$ cat src/rtl/jtag_led_pwm_pkg.sv
// -----------------------------------------------------------------------------
// jtag_led_pwm_pkg
//
// Shared definitions for the JTAG-programmed LED PWM controller:
//   - ch_w()     : channel-select field width, max(1, clog2(num_ch))
//   - dr_len()   : length of the JTAG user data register
//   - duty_lsb() / chan_lsb() / wr_bit() : field offsets inside the data
//                  register (LSB first: duty, chan, then wr at the MSB)
//   - cmd_t      : decoded control fields of a shifted command word
//   - cmd_valid(): true when a command should be committed to a channel
// -----------------------------------------------------------------------------
package jtag_led_pwm_pkg;

    // Upper bound of the channel field: at most 16 channels.
    localparam int MAX_CH_W = 4;

    function automatic int ch_w(input int num_ch);
        return (num_ch <= 2) ? 1 : $clog2(num_ch);
    endfunction

    function automatic int dr_len(input int num_ch, input int pwm_w);
        return 1 + ch_w(num_ch) + pwm_w;
    endfunction

    function automatic int duty_lsb();
        return 0;
    endfunction

    function automatic int chan_lsb(input int pwm_w);
        return duty_lsb() + pwm_w;
    endfunction

    function automatic int wr_bit(input int ch_w_i, input int pwm_w);
        return chan_lsb(pwm_w) + ch_w_i;
    endfunction

    // Control fields of a command word. The duty field is taken straight
    // from the shift register because its width is a module parameter.
    typedef struct packed {
        logic                wr;
        logic [MAX_CH_W-1:0] chan;
    } cmd_t;

    // A command is applied only when it is a write to an existing channel.
    function automatic logic cmd_valid(input cmd_t c, input int num_ch);
        return c.wr && (int'(c.chan) < num_ch);
    endfunction

endpackage

$ cat src/rtl/jtag_led_pwm_ch.sv
// -----------------------------------------------------------------------------
// jtag_led_pwm_ch
//
// One LED channel: a pending duty written from JTAG, an active duty that is
// only refreshed at the start of a PWM period, the duty compare and the pin
// polarity.
//
// Ports:
//   clk, rst      : system clock, synchronous active-high reset
//   wr_en         : write wr_duty into the pending duty this clk
//   wr_duty       : duty value to write
//   cnt           : shared free-running PWM counter
//   cnt_wrap      : high in the clk where cnt is 0 (period start)
//   pend_o        : pending duty (only with JTAG_LED_PWM_READBACK_EN, used
//                   for the readback word)
//   led_o         : registered LED pin
//
// Build option: JTAG_LED_PWM_READBACK_EN adds the pend_o port.
// -----------------------------------------------------------------------------
module jtag_led_pwm_ch
    import jtag_led_pwm_pkg::*;
#(
    parameter int PWM_W      = 8,
    parameter bit ACTIVE_LOW = 1'b1
) (
    input  logic             clk,
    input  logic             rst,
    input  logic             wr_en,
    input  logic [PWM_W-1:0] wr_duty,
    input  logic [PWM_W-1:0] cnt,
    input  logic             cnt_wrap,
`ifdef JTAG_LED_PWM_READBACK_EN
    output logic [PWM_W-1:0] pend_o,
`endif
    output logic             led_o
);

    logic [PWM_W-1:0] pend_d, pend_q;
    logic [PWM_W-1:0] act_d,  act_q;
    logic             led_d,  led_q;
    logic             lit;

    always_comb begin
        pend_d = pend_q;
        act_d  = act_q;
        lit    = 1'b0;

        if (wr_en) begin
            pend_d = wr_duty;
        end

        // The active duty only moves at the period start, so a period is
        // never cut short or stretched by a write. A write landing in the
        // same clk is seen at the following wrap.
        if (cnt_wrap) begin
            act_d = pend_q;
        end

        // All-ones is treated as fully on; otherwise cnt < act would leave
        // one dark clk per period.
        if (act_q == '1) begin
            lit = 1'b1;
        end else begin
            lit = (cnt < act_q);
        end

        led_d = lit ^ ACTIVE_LOW;
    end

    always_ff @(posedge clk) begin
        if (rst) begin
            pend_q <= '0;
            act_q  <= '0;
            led_q  <= ACTIVE_LOW;
        end else begin
            pend_q <= pend_d;
            act_q  <= act_d;
            led_q  <= led_d;
        end
    end

`ifdef JTAG_LED_PWM_READBACK_EN
    assign pend_o = pend_q;
`endif
    assign led_o = led_q;

endmodule

$ cat src/rtl/jtag_led_pwm.sv
// -----------------------------------------------------------------------------
// jtag_led_pwm
//
// Multi-channel LED PWM controller programmed through a BSCANE2 user data
// register. The JTAG signals are oversampled in the clk domain (clk must be
// at least 4x TCK), so everything here runs on clk.
//
// Data register, shifted LSB first: duty[PWM_W-1:0], chan[CH_W-1:0], wr.
// On UPDATE a word with wr=1 and chan < NUM_CH sets that channel's duty.
//
// Ports:
//   clk, rst       : system clock, synchronous active-high reset
//   jtag_tck/sel/capture/shift/update/tdi : BSCANE2 outputs
//   jtag_tdo       : to BSCANE2 TDO, registered copy of the shift register LSB
//   led[NUM_CH]    : LED pins, polarity set by ACTIVE_LOW
//
// Build option: JTAG_LED_PWM_READBACK_EN makes CAPTURE load
// {0, last written channel, its pending duty} so TDO reads status back.
// Without it, CAPTURE does nothing and TDO returns the previous frame.
// -----------------------------------------------------------------------------
module jtag_led_pwm
    import jtag_led_pwm_pkg::*;
#(
    parameter int NUM_CH      = 4,
    parameter int PWM_W       = 8,
    parameter int SYNC_STAGES = 2,
    parameter bit ACTIVE_LOW  = 1'b1
) (
    input  logic              clk,
    input  logic              rst,
    input  logic              jtag_tck,
    input  logic              jtag_sel,
    input  logic              jtag_capture,
    input  logic              jtag_shift,
    input  logic              jtag_update,
    input  logic              jtag_tdi,
    output logic              jtag_tdo,
    output logic [NUM_CH-1:0] led
);

    localparam int CH_W     = ch_w(NUM_CH);
    localparam int DR_LEN   = dr_len(NUM_CH, PWM_W);
    localparam int DUTY_LSB = duty_lsb();
    localparam int CHAN_LSB = chan_lsb(PWM_W);
    localparam int WR_BIT   = wr_bit(CH_W, PWM_W);

    // Positions of the JTAG inputs in the synchroniser bank.
    localparam int J_TCK   = 0;
    localparam int J_SEL   = 1;
    localparam int J_CAP   = 2;
    localparam int J_SHIFT = 3;
    localparam int J_UPD   = 4;
    localparam int J_TDI   = 5;
    localparam int NJ      = 6;

    // -------------------------------------------------------------------------
    // Synchronisers. Each input gets SYNC_STAGES flops plus one extra delay
    // flop. The edge pulses are built from the last sync stage against the
    // delay flop and registered, so when a pulse is high the delay flops
    // hold exactly the sample that produced it: sel/shift/tdi line up with
    // the TCK edge without any further alignment.
    // -------------------------------------------------------------------------
    logic [NJ-1:0] jtag_in;
    logic [NJ-1:0] sync_dly;
    logic          tck_lead;
    logic          upd_lead;

    assign jtag_in = {jtag_tdi, jtag_update, jtag_shift,
                      jtag_capture, jtag_sel, jtag_tck};

    for (genvar gi = 0; gi < NJ; gi++) begin : g_sync
        logic [SYNC_STAGES:0] chain_d, chain_q;

        always_comb begin
            chain_d = {chain_q[SYNC_STAGES-1:0], jtag_in[gi]};
        end

        always_ff @(posedge clk) begin
            if (rst) begin
                chain_q <= '0;
            end else begin
                chain_q <= chain_d;
            end
        end

        assign sync_dly[gi] = chain_q[SYNC_STAGES];

        if (gi == J_TCK) begin : g_tck_lead
            assign tck_lead = chain_q[SYNC_STAGES-1];
        end
        if (gi == J_UPD) begin : g_upd_lead
            assign upd_lead = chain_q[SYNC_STAGES-1];
        end
    end

    logic sel_s, cap_s, shift_s, tdi_s;
    assign sel_s   = sync_dly[J_SEL];
    assign cap_s   = sync_dly[J_CAP];
    assign shift_s = sync_dly[J_SHIFT];
    assign tdi_s   = sync_dly[J_TDI];

    logic tck_rise_d, tck_rise_q;
    logic upd_rise_d, upd_rise_q;

    always_comb begin
        tck_rise_d = tck_lead & ~sync_dly[J_TCK];
        upd_rise_d = upd_lead & ~sync_dly[J_UPD];
    end

    always_ff @(posedge clk) begin
        if (rst) begin
            tck_rise_q <= 1'b0;
            upd_rise_q <= 1'b0;
        end else begin
            tck_rise_q <= tck_rise_d;
            upd_rise_q <= upd_rise_d;
        end
    end

    // -------------------------------------------------------------------------
    // Command decode and channel write enables.
    // -------------------------------------------------------------------------
    logic [DR_LEN-1:0] sr_d, sr_q;
    cmd_t              cmd;
    logic [PWM_W-1:0]  wr_duty;
    logic              cmd_ok;
    logic [NUM_CH-1:0] wr_en;

    always_comb begin
        cmd      = '0;
        cmd.wr   = sr_q[WR_BIT];
        cmd.chan = MAX_CH_W'(sr_q[CHAN_LSB +: CH_W]);
        wr_duty  = sr_q[DUTY_LSB +: PWM_W];
        cmd_ok   = upd_rise_q && sel_s && cmd_valid(cmd, NUM_CH);
    end

    for (genvar gi = 0; gi < NUM_CH; gi++) begin : g_wr_en
        assign wr_en[gi] = cmd_ok && (cmd.chan == MAX_CH_W'(gi));
    end

    // -------------------------------------------------------------------------
    // Readback: last written channel and a mux over the pending duties.
    // -------------------------------------------------------------------------
`ifdef JTAG_LED_PWM_READBACK_EN
    logic [PWM_W-1:0] pend_all [NUM_CH];
    logic [CH_W-1:0]  last_chan_d, last_chan_q;
    logic [PWM_W-1:0] rb_duty;

    always_comb begin
        last_chan_d = last_chan_q;
        if (cmd_ok) begin
            last_chan_d = cmd.chan[CH_W-1:0];
        end

        rb_duty = '0;
        for (int i = 0; i < NUM_CH; i++) begin
            if (last_chan_q == CH_W'(i)) begin
                rb_duty = pend_all[i];
            end
        end
    end

    always_ff @(posedge clk) begin
        if (rst) begin
            last_chan_q <= '0;
        end else begin
            last_chan_q <= last_chan_d;
        end
    end
`endif

    // -------------------------------------------------------------------------
    // Shift register and TDO. Capture takes priority over shift on the same
    // TCK edge; without readback a capture is simply a no-op edge.
    // -------------------------------------------------------------------------
    logic tdo_d, tdo_q;

    always_comb begin
        sr_d  = sr_q;
        tdo_d = sr_q[0];

        if (tck_rise_q && sel_s) begin
            if (cap_s) begin
`ifdef JTAG_LED_PWM_READBACK_EN
                sr_d = {1'b0, last_chan_q, rb_duty};
`endif
            end else if (shift_s) begin
                sr_d = {tdi_s, sr_q[DR_LEN-1:1]};
            end
        end
    end

    always_ff @(posedge clk) begin
        if (rst) begin
            sr_q  <= '0;
            tdo_q <= 1'b0;
        end else begin
            sr_q  <= sr_d;
            tdo_q <= tdo_d;
        end
    end

    assign jtag_tdo = tdo_q;

    // -------------------------------------------------------------------------
    // Shared PWM counter. cnt_wrap marks the first clk of each period.
    // -------------------------------------------------------------------------
    logic [PWM_W-1:0] cnt_d, cnt_q;
    logic             cnt_wrap;

    always_comb begin
        cnt_d    = cnt_q + 1'b1;
        cnt_wrap = (cnt_q == '0);
    end

    always_ff @(posedge clk) begin
        if (rst) begin
            cnt_q <= '0;
        end else begin
            cnt_q <= cnt_d;
        end
    end

    // -------------------------------------------------------------------------
    // Channels.
    // -------------------------------------------------------------------------
    for (genvar gi = 0; gi < NUM_CH; gi++) begin : g_ch
        jtag_led_pwm_ch #(
            .PWM_W      (PWM_W),
            .ACTIVE_LOW (ACTIVE_LOW)
        ) u_ch (
            .clk      (clk),
            .rst      (rst),
            .wr_en    (wr_en[gi]),
            .wr_duty  (wr_duty),
            .cnt      (cnt_q),
            .cnt_wrap (cnt_wrap),
`ifdef JTAG_LED_PWM_READBACK_EN
            .pend_o   (pend_all[gi]),
`endif
            .led_o    (led[gi])
        );
    end

endmodule

$ cat config.mk
export PLATFORM = sky130hd
export DESIGN_NAME = jtag_led_pwm
export DESIGN_NICKNAME = d
export VERILOG_FILES = /design/src/rtl/jtag_led_pwm_pkg.sv /design/src/rtl/jtag_led_pwm_ch.sv /design/src/rtl/jtag_led_pwm.sv
export SDC_FILE = /design/constraint.sdc
export NUM_CORES = 1
export LEC_CHECK = 0
export BUFFER_PORTS_ARGS = -buffer_cell sky130_fd_sc_hd__buf_2
export CAP_MARGIN = 15
export CORE_ASPECT_RATIO = 0.7
export CORE_MARGIN = 10
export CORE_UTILIZATION = 44
export CTS_BUF_LIST = sky130_fd_sc_hd__clkbuf_16
export CTS_CLUSTER_SIZE = 24
export DETAILED_ROUTE_END_ITERATION = 6
export PLACE_DENSITY_LB_ADDON = 0.25
export SKIP_LAST_GASP = 1
export SYNTH_ARGS = -nofsm -noshare
export SYNTH_HDL_FRONTEND = slang
export SYNTH_SLANG_ARGS = --single-unit
$ cat constraint.sdc
create_clock -name clk -period 2.3 [get_ports clk]
set_input_delay 0.345 -clock clk [delete_from_list [all_inputs] [get_ports clk]]
set_output_delay 0.345 -clock clk [all_outputs]
set_load 0.03 [all_outputs]
# Word level (Yosys, flattened, before mapping)
# Index checks and enable logic that the tools add are counted.
[word_totals]
ff_bits = 108
latch_bits = 0
mem_bits_rw = 0
rom_bits = 0
in_bits = 8
output_inout_bits = 5
word_cells = 58
mem_count = 0
[op_classes]
addsub = 1
mul = 0
div = 0
magnitude_cmp = 4
n_eq_ne = 7
shifts = 0
muxes = 4
bitwise = 9
reduce_logical = 10
[ops]
columns = ["operator", "n"]
rows = [
  ["8-bit == test (second input constant)", 4],
  ["8-bit < comparator", 4],
  ["8-bit by 1-bit adder with 8-bit output (second input constant)", 1],
  ["8-bit zero test", 1],
  ["1-bit logical AND", 7],
  ["1-bit NOT", 7],
  ["2-bit == test (second input constant)", 2],
  ["4-bit zero test", 1],
  ["1-bit two-way mux", 4],
  ["3-bit AND reduction", 1],
  ["1-bit AND", 2],
  ["2-bit by 1-bit == test with 1-bit output (second input constant)", 1],
]

# Longest topological paths before layout
# Gate-level depths: netlist of run 1.
[depth]
depth_word = 3
depth_mapped = 7
mapped_depth_nobuf = 6

# Modules after synthesis
# A second synthesis of run 1 with hierarchy kept.
[hier_totals]
cells_unflattened = 458
area_unflattened_um2 = 4433.0
[by_module_without_submodules]
columns = ["module", "n_inst", "cells_each", "area_each_um2", "seq_area_each_um2"]
rows = [
  ["jtag_led_pwm_ch", 4, 80, 777.0, 340.3],
  ["jtag_led_pwm", 1, 138, 1325.0, 800.8],
]

# Worst setup path after synthesis of run 1
# No wires, ideal clock.
[synth_timing]
path_type = "reg2reg"
startpoint = "reg cnt_q[2]"
endpoint = "reg g_ch[0].u_ch.led_q"
setup_time_ns = 0.125
arrival_ns = 1.470
required_time_ns = 2.175
slack_ns = 0.705
stages_incl_launch_ff = 6
n_path_buf = 0
period_less_slack_ns = 1.595
cell_sequence = "dfxtp_1 -> ha_1 -> or2_2 -> a21oi_1 -> nor3_1 -> o41a_1"
[synth_between]
elab_chain_cells = 3
[synth_rtl]
columns = ["item", "line_no", "source"]
rows = [
  ["start: declaration", "jtag_led_pwm.sv:208", "logic [PWM_W-1:0] cnt_d, cnt_q;"],
  ["start signal: assignment", "jtag_led_pwm.sv:220", "cnt_q <= cnt_d;"],
  ["8-bit < comparator", "jtag_led_pwm_ch.sv:64", "lit = (cnt < act_q);"],
  ["1-bit two-way mux", "jtag_led_pwm_ch.sv:61", "if (act_q == '1) begin"],
  ["1-bit NOT (no source line)", "--", ""],
  ["end signal: assignment", "jtag_led_pwm_ch.sv:78", "led_q <= led_d;"],
  ["end: declaration", "jtag_led_pwm_ch.sv:40", "logic led_d, led_q;"],
]
# No other way between the ends.
# A chain may end at the register's enable or synchronous reset.

# Worst setup path after layout of run 1
# Same ends and word-level chain as after synthesis.

==> results of run 1 <==
## registers in the layout (all words and copies together) (netlist names)
| signal | cells |
|---|---|
| jtag_tdo | 1 |
| sr_q | 11 |
| g_sync.chain_q | 18 |
| g_ch.u_ch.led_o | 4 |
| tck_rise_q | 1 |
| g_ch.u_ch.act_q | 32 |
| cnt_q | 8 |
| upd_rise_q | 1 |
| g_ch.u_ch.pend_q | 32 |
## where the power goes
group / switching, mW / internal (mW)
registers: 0.0171 / 1.89
logic: 0.130 / 0.0656
clock network: 0.741 / 0.987
## worst max path at each step
stage | startpoint | end | slack [ps] | depth (start not counted)
3_5_place_dp | cnt_q[2]$_SDFF_PP0_ | g_ch[0].u_ch.led_o$_SDFF_PP1_ | 520 | 5
2_1_floorplan | cnt_q[2]$_SDFF_PP0_ | g_ch[0].u_ch.led_o$_SDFF_PP1_ | 710 | 5
5_1_grt | cnt_q[4]$_SDFF_PP0_ | g_ch[1].u_ch.act_q[2]$_SDFFE_PP0N_ | 380 | 5
6_report | cnt_q[2]$_SDFF_PP0_ | g_ch[0].u_ch.led_o$_SDFF_PP1_ | 500 | 5
4_1_cts | cnt_q[2]$_SDFF_PP0_ | g_ch[0].u_ch.led_o$_SDFF_PP1_ | 500 | 5
3_3_place_gp | cnt_q[2]$_SDFF_PP0_ | g_ch[0].u_ch.led_o$_SDFF_PP1_ | 570 | 5
## layer usage
layer,vias to the layer above,GRT usage
li1,1701,-
met1,1560,0.174
met4,0,0.0434
met2,55,0.180
met3,11,0.0406
met5,-,0
## cell type report
cell class	count	area, sq um	area share
timing repair buffer	17	100	0.0203
sequential	108	2160	0.439
clock buffer	9	225	0.0457
tap	128	160	0.0325
inverter	31	116	0.0236
multi-input combinational	346	2040	0.415
clock inverter	7	116	0.0236
## stage by stage
stage | total power [mW] | hold WS, ps | util
6_report | 3.83 | 192 | 0.503
5_1_grt | 3.99 | 195 | 0.503
4_1_cts | 3.88 | 187 | 0.503
3_5_place_dp | 2.15 | 377 | 0.468
3_3_place_gp | 2.15 | 372 | 0.468
2_1_floorplan | 2.12 | 367 | -
## synthesized netlist by cell type (5+ instances only)
| library cell | instances | area, sq um |
|---|---|---|
| a21oi_1 | 63 | 315 |
| dfxtp_1 | 108 | 2160 |
| clkbuf_1 | 18 | 67.6 |
| nand3_1 | 10 | 50.1 |
| nor2b_1 | 22 | 138 |
| nand2_1 | 118 | 443 |
| inv_1 | 31 | 116 |
| ha_1 | 30 | 375 |
| mux2i_1 | 16 | 160 |
| nor3_1 | 5 | 25.0 |
| nand2b_1 | 5 | 31.3 |
| nand4_1 | 9 | 56.3 |
| or2_2 | 5 | 31.3 |
| nor2_1 | 29 | 109 |
## cells by family (layout without fill, tap and decap cells)
logic type	Yosys count	count (layout)	synth area share
and+or+nand+nor	215	215	0.220
buffers and inverters	59	64	0.0601
adders and majority gates	30	30	0.0839
AOI/OAI and AO/OA	79	79	0.105
xor gates and xnor gates	6	6	0.0117
muxes	16	16	0.0358
DFF	108	108	0.483
## worst reg2reg max path: stages (launching register included)
cell,delay [ps]
dfxtp_1,570
ha_1,300
or2_2,280
a21oi_1,150
nor3_1,60
o41a_1,330
==> results.cfg, run 1 <==
[min_path]
worst_hold_path_type = in2reg
hold_path_depth = 2
hold-path-endpoint = g_sync[5].chain_q[0]$_SDFF_PP0_
min-delay-start = jtag_tdi

[route]
detailroute.via_count = 3327
wl_met3_um = 477
top_layer_used = met4
drt-vias-per-instance = 5.15
avgRoutedWirePerCell_um = 13.9
detail_route.first_pass.iterations = 5
wl_mm = 8.99
initialDrtViolationCount = 219
detail-route-antenna-nets = 0
residual_drc = 0
dr_wl_met2_mm = 3.76
m1WireLength_mm = 4.64

[synthesis]
syn-num-nets = 551
syn_area_per_cell_sq_um = 8.72
synthCells = 513
synth-edff-count = 0
ys_async_sr_fraction = 0
unique_cell_type_count_in_the_yosys_netlist = 30
ys_dominant_reg_cell = dfxtp_1
synth-seq-area-share = 0.483
yosys_warnings = 0
synth_area_sq_um = 4480
ys_seq_elements = 108

[critical_path]
cp_slowest_stage_delay_ps = 570
reg2reg_setup_slack_ps = 500
timing.critical_path.required_ps = 2530
worst_setup_path_start_kind = flop
arrival_ps = 2030
cp_cell_sequence = ha_1, or2_2, a21oi_1, nor3_1, o41a_1
timing.reg2reg.worst_path_depth = 5
crit_family = flip-flops
worst_r2r_endpoint = g_ch[0].u_ch.led_o$_SDFF_PP1_
critical_path.max_fanout = 9
cp-end-kind = flop
worstPathBufferInverterCount = 0
crit_slowest_cell = dfxtp_1
timing.setup.critical_path_class = reg2reg
regToRegStartpoint = cnt_q[2]$_SDFF_PP0_

[finish]
finalInstanceArea_sq_um = 4920
num-nets-final = 551
top_library_cells_by_usage_in_the_layout_fill_and_taps_aside = nand2_1, dfxtp_1, a21oi_1
post_route_cells_drive_above_1_share = 0.0849
fill_cells = 943
synthToLayoutAreaGrowth_pct = 10.0
layout_commonest_cell = nand2_1
num_antenna_cells = 0
final_cells = 646

[pwr]
power.density_nw_per_um2 = 778
power_leakage_nw = 1.76
ir_worst_vdd_mv = 0.437

[floorplan]
floorplan.initialDensity = 0.457
die_footprint_sq_um = 14700
core_region_area_sq_um = 9800
chipHeight_um = 104
die-width_um = 141
design.portCount = 13
rows = 30

[sta]
period_share = 0.782
final_critical_path_setup_slack_ps = 501
finalCriticalPeriod_ps = 1800
final-setup-viol-count = 0
tns_ps = 0
grt_setup_unrepaired = no
final-max-slew-violation-count = 0
fmaxAchievable_ghz = 0.556
slew_headroom = 0.479
worst_clock_skew_ps = 8.83
tightestPinTransition_ps = 782
finalHoldViolCount = 0

[clock_network]
cts_setup_buffers = 0
clock_path_buffers = 2
post_cts_resize_count = 0
tritoncts.num_buffers = 9
clkTransAtPathRegs_ps = 80
cts_tree = built
cts.sink_count = 108
worstSkewPairLatency_ps = 350
clock-root-buffer = clkbuf_16
htree_num_levels = 3
cts_hold_buf = 0

[placement]
post-dp-hpwl_mm = 6.34
gp_routability_congestion = 0.805
post_dp_cell_area_sq_um = 4580
port_buffers = 12
place_inst = 630
detailedPlace.worstSlack_ps = 518

[global_routing]
grt-ovfl-total = 0
groute.usage.overall = 0.127
grt_antenna_before_repair = 0
first_global_vias = 3224
grt_pass1_wl_mm = 15.4
grt_max_degree = 77

[flow_run]
max_cap_violations = 0

[status]
outcome = completed
No activity file was read; power rests on OpenSTA's default activity.
==> inputs of run 2 (changes only) <==
- clock period: 2.3 -> 1.9 ns (I/O delays scaled with it)
==> run 2 against run 1 <==
Combinational power rose by 28%. Count of clock-buffer cells in the layout stayed put. First-iteration DRC count decreased by 6.8%.
==> results.cfg, run 2 (synthesized netlist as in run 1, its figures left out) <==
[status]
outcome = completed

[route]
wl_met3_um = 363
detail_route.first_pass.iterations = 4
wl_mm = 9.15
initialDrtViolationCount = 204
detailroute.via_count = 3340
residual_drc = 0
detail-route-antenna-nets = 0
avgRoutedWirePerCell_um = 14.1
dr_wl_met2_mm = 3.95
drt-vias-per-instance = 5.15
m1WireLength_mm = 4.72
top_layer_used = met4

[sta]
final-max-slew-violation-count = 0
finalHoldViolCount = 0
grt_setup_unrepaired = no
final-setup-viol-count = 0
period_share = 0.879
worst_hold_slack_ps = 132
fmaxAchievable_ghz = 0.599
worst_clock_skew_ps = 6.56
slew_headroom = 0.653
tightestPinTransition_ps = 518
final_critical_path_setup_slack_ps = 231
finalCriticalPeriod_ps = 1670
tns_ps = 0

[placement]
gp_routability_congestion = 0.814
post-dp-hpwl_mm = 6.54
port_buffers = 12
detailedPlace.worstSlack_ps = 232

[critical_path]
regToRegStartpoint = cnt_q[2]$_SDFF_PP0_
reg2reg_setup_slack_ps = 230
critical_path.max_fanout = 6
timing.setup.critical_path_class = reg2reg
cp-end-kind = flop
timing.critical_path.required_ps = 2140
worst_setup_path_start_kind = flop
worst_r2r_endpoint = g_ch[0].u_ch.led_o$_SDFF_PP1_
timing.reg2reg.worst_path_depth = 5
arrival_ps = 1900

[floorplan]
die-width_um = 141
die_footprint_sq_um = 14700
rows = 30
floorplan.initialDensity = 0.457
design.portCount = 13
core_region_area_sq_um = 9800
chipHeight_um = 104

[global_routing]
groute.usage.overall = 0.128
grt_antenna_before_repair = 0
first_global_vias = 3308
grt_max_degree = 43
grt-ovfl-total = 0
grt_pass1_wl_mm = 15.7

[finish]
synthToLayoutAreaGrowth_pct = 9.90
top_library_cells_by_usage_in_the_layout_fill_and_taps_aside = nand2_1, dfxtp_1, a21oi_1
post_route_cells_drive_above_1_share = 0.0902
layout_top_registers = g_ch.u_ch.act_q: 32 flops, g_ch.u_ch.pend_q: 32 flops, g_sync.chain_q: 18 flops
num-nets-final = 554
layout_commonest_cell = nand2_1
fill_cells = 914
num_antenna_cells = 0

[pwr]
switching_share_of_power = 0.250
ir_worst_vdd_mv = 0.622
p_int_mw = 3.32
power_leakage_nw = 1.77
power.density_nw_per_um2 = 901
power.net_switching_mw = 1.11
gate_power_share = 0.056
share_clk_of_total_power = 0.423
power.total_mw = 4.43
seq_power_share = 0.521

[clock_network]
cts_hold_buf = 0
worstSkewPairLatency_ps = 350
tritoncts.num_buffers = 9
clock_path_buffers = 2
post_cts_resize_count = 0
cts_setup_buffers = 0
clock-root-buffer = clkbuf_16
cts.sink_count = 108
cts_tree = built
clkTransAtPathRegs_ps = 80
htree_num_levels = 3

[min_path]
worst_hold_path_type = in2reg
hold-path-endpoint = g_sync[5].chain_q[0]$_SDFF_PP0_
hold_path_depth = 2
min-delay-start = jtag_tdi

[flow_run]
max_cap_violations = 0
[run 2: changes by cell type in the layout (fill, tap and decap cells not counted), sizes merged]
cell    previous run  this run
buf               17        20
bufinv             2         0
clkinv             1         2
inv               35        36
[run 2: per-layer routing]
metal | track usage | up-vias
li1 | - | 1708
met3 | 0.0360 | 14
met4 | 0.0368 | 0
met1 | 0.173 | 1584
met5 | 0 | -
met2 | 0.192 | 34
[run 2: through the flow]
stage               utilization  std cells  cell area, sq um
floorplan                     -        513              4480
global placement          0.471        633              4620
detailed placement        0.471        633              4620
CTS                       0.502        649              4920
global route              0.502        649              4920
finish                    0.502        649              4920
[run 2: worst max-delay path, stage by stage (launching register included)]
cell and delay, ps:
dfxtp_1 470, ha_1 270, or2_2 270, a21oi_1 160, nor3_1 70, o41a_1 320
[run 2: worst max path at each step]
| stage | startpoint | endpoint | cells after the start |
|---|---|---|---|
| floorplan | cnt_q[2]$_SDFF_PP0_ | g_ch[0].u_ch.led_o$_SDFF_PP1_ | 5 |
| global placement | cnt_q[2]$_SDFF_PP0_ | g_ch[0].u_ch.led_o$_SDFF_PP1_ | 5 |
| detailed placement | cnt_q[2]$_SDFF_PP0_ | g_ch[0].u_ch.led_o$_SDFF_PP1_ | 5 |
| CTS | cnt_q[2]$_SDFF_PP0_ | g_ch[0].u_ch.led_o$_SDFF_PP1_ | 5 |
| global route | cnt_q[2]$_SDFF_PP0_ | g_ch[0].u_ch.led_o$_SDFF_PP1_ | 5 |
| finish | cnt_q[2]$_SDFF_PP0_ | g_ch[0].u_ch.led_o$_SDFF_PP1_ | 5 |
[run 2: power groups by stage]
stage	clock network [mW]	logic [mW]	registers (mW)
floorplan	0	0.210	2.36
global placement	0	0.245	2.36
detailed placement	0	0.250	2.36
CTS	1.91	0.250	2.31
global route	2.02	0.278	2.32
finish	1.87	0.249	2.31
[run 2: area by class of cell]
type                            count  area (sq um)  share of cell area
Clock inverter                      7          75.1              0.0153
Timing Repair Buffer               20           135              0.0275
Clock buffer                        9           225              0.0458
Inverter                           31           116              0.0237
Sequential cell                   108          2160               0.440
Tap cell                          128           160              0.0326
Multi-Input combinational cell    346          2040               0.416
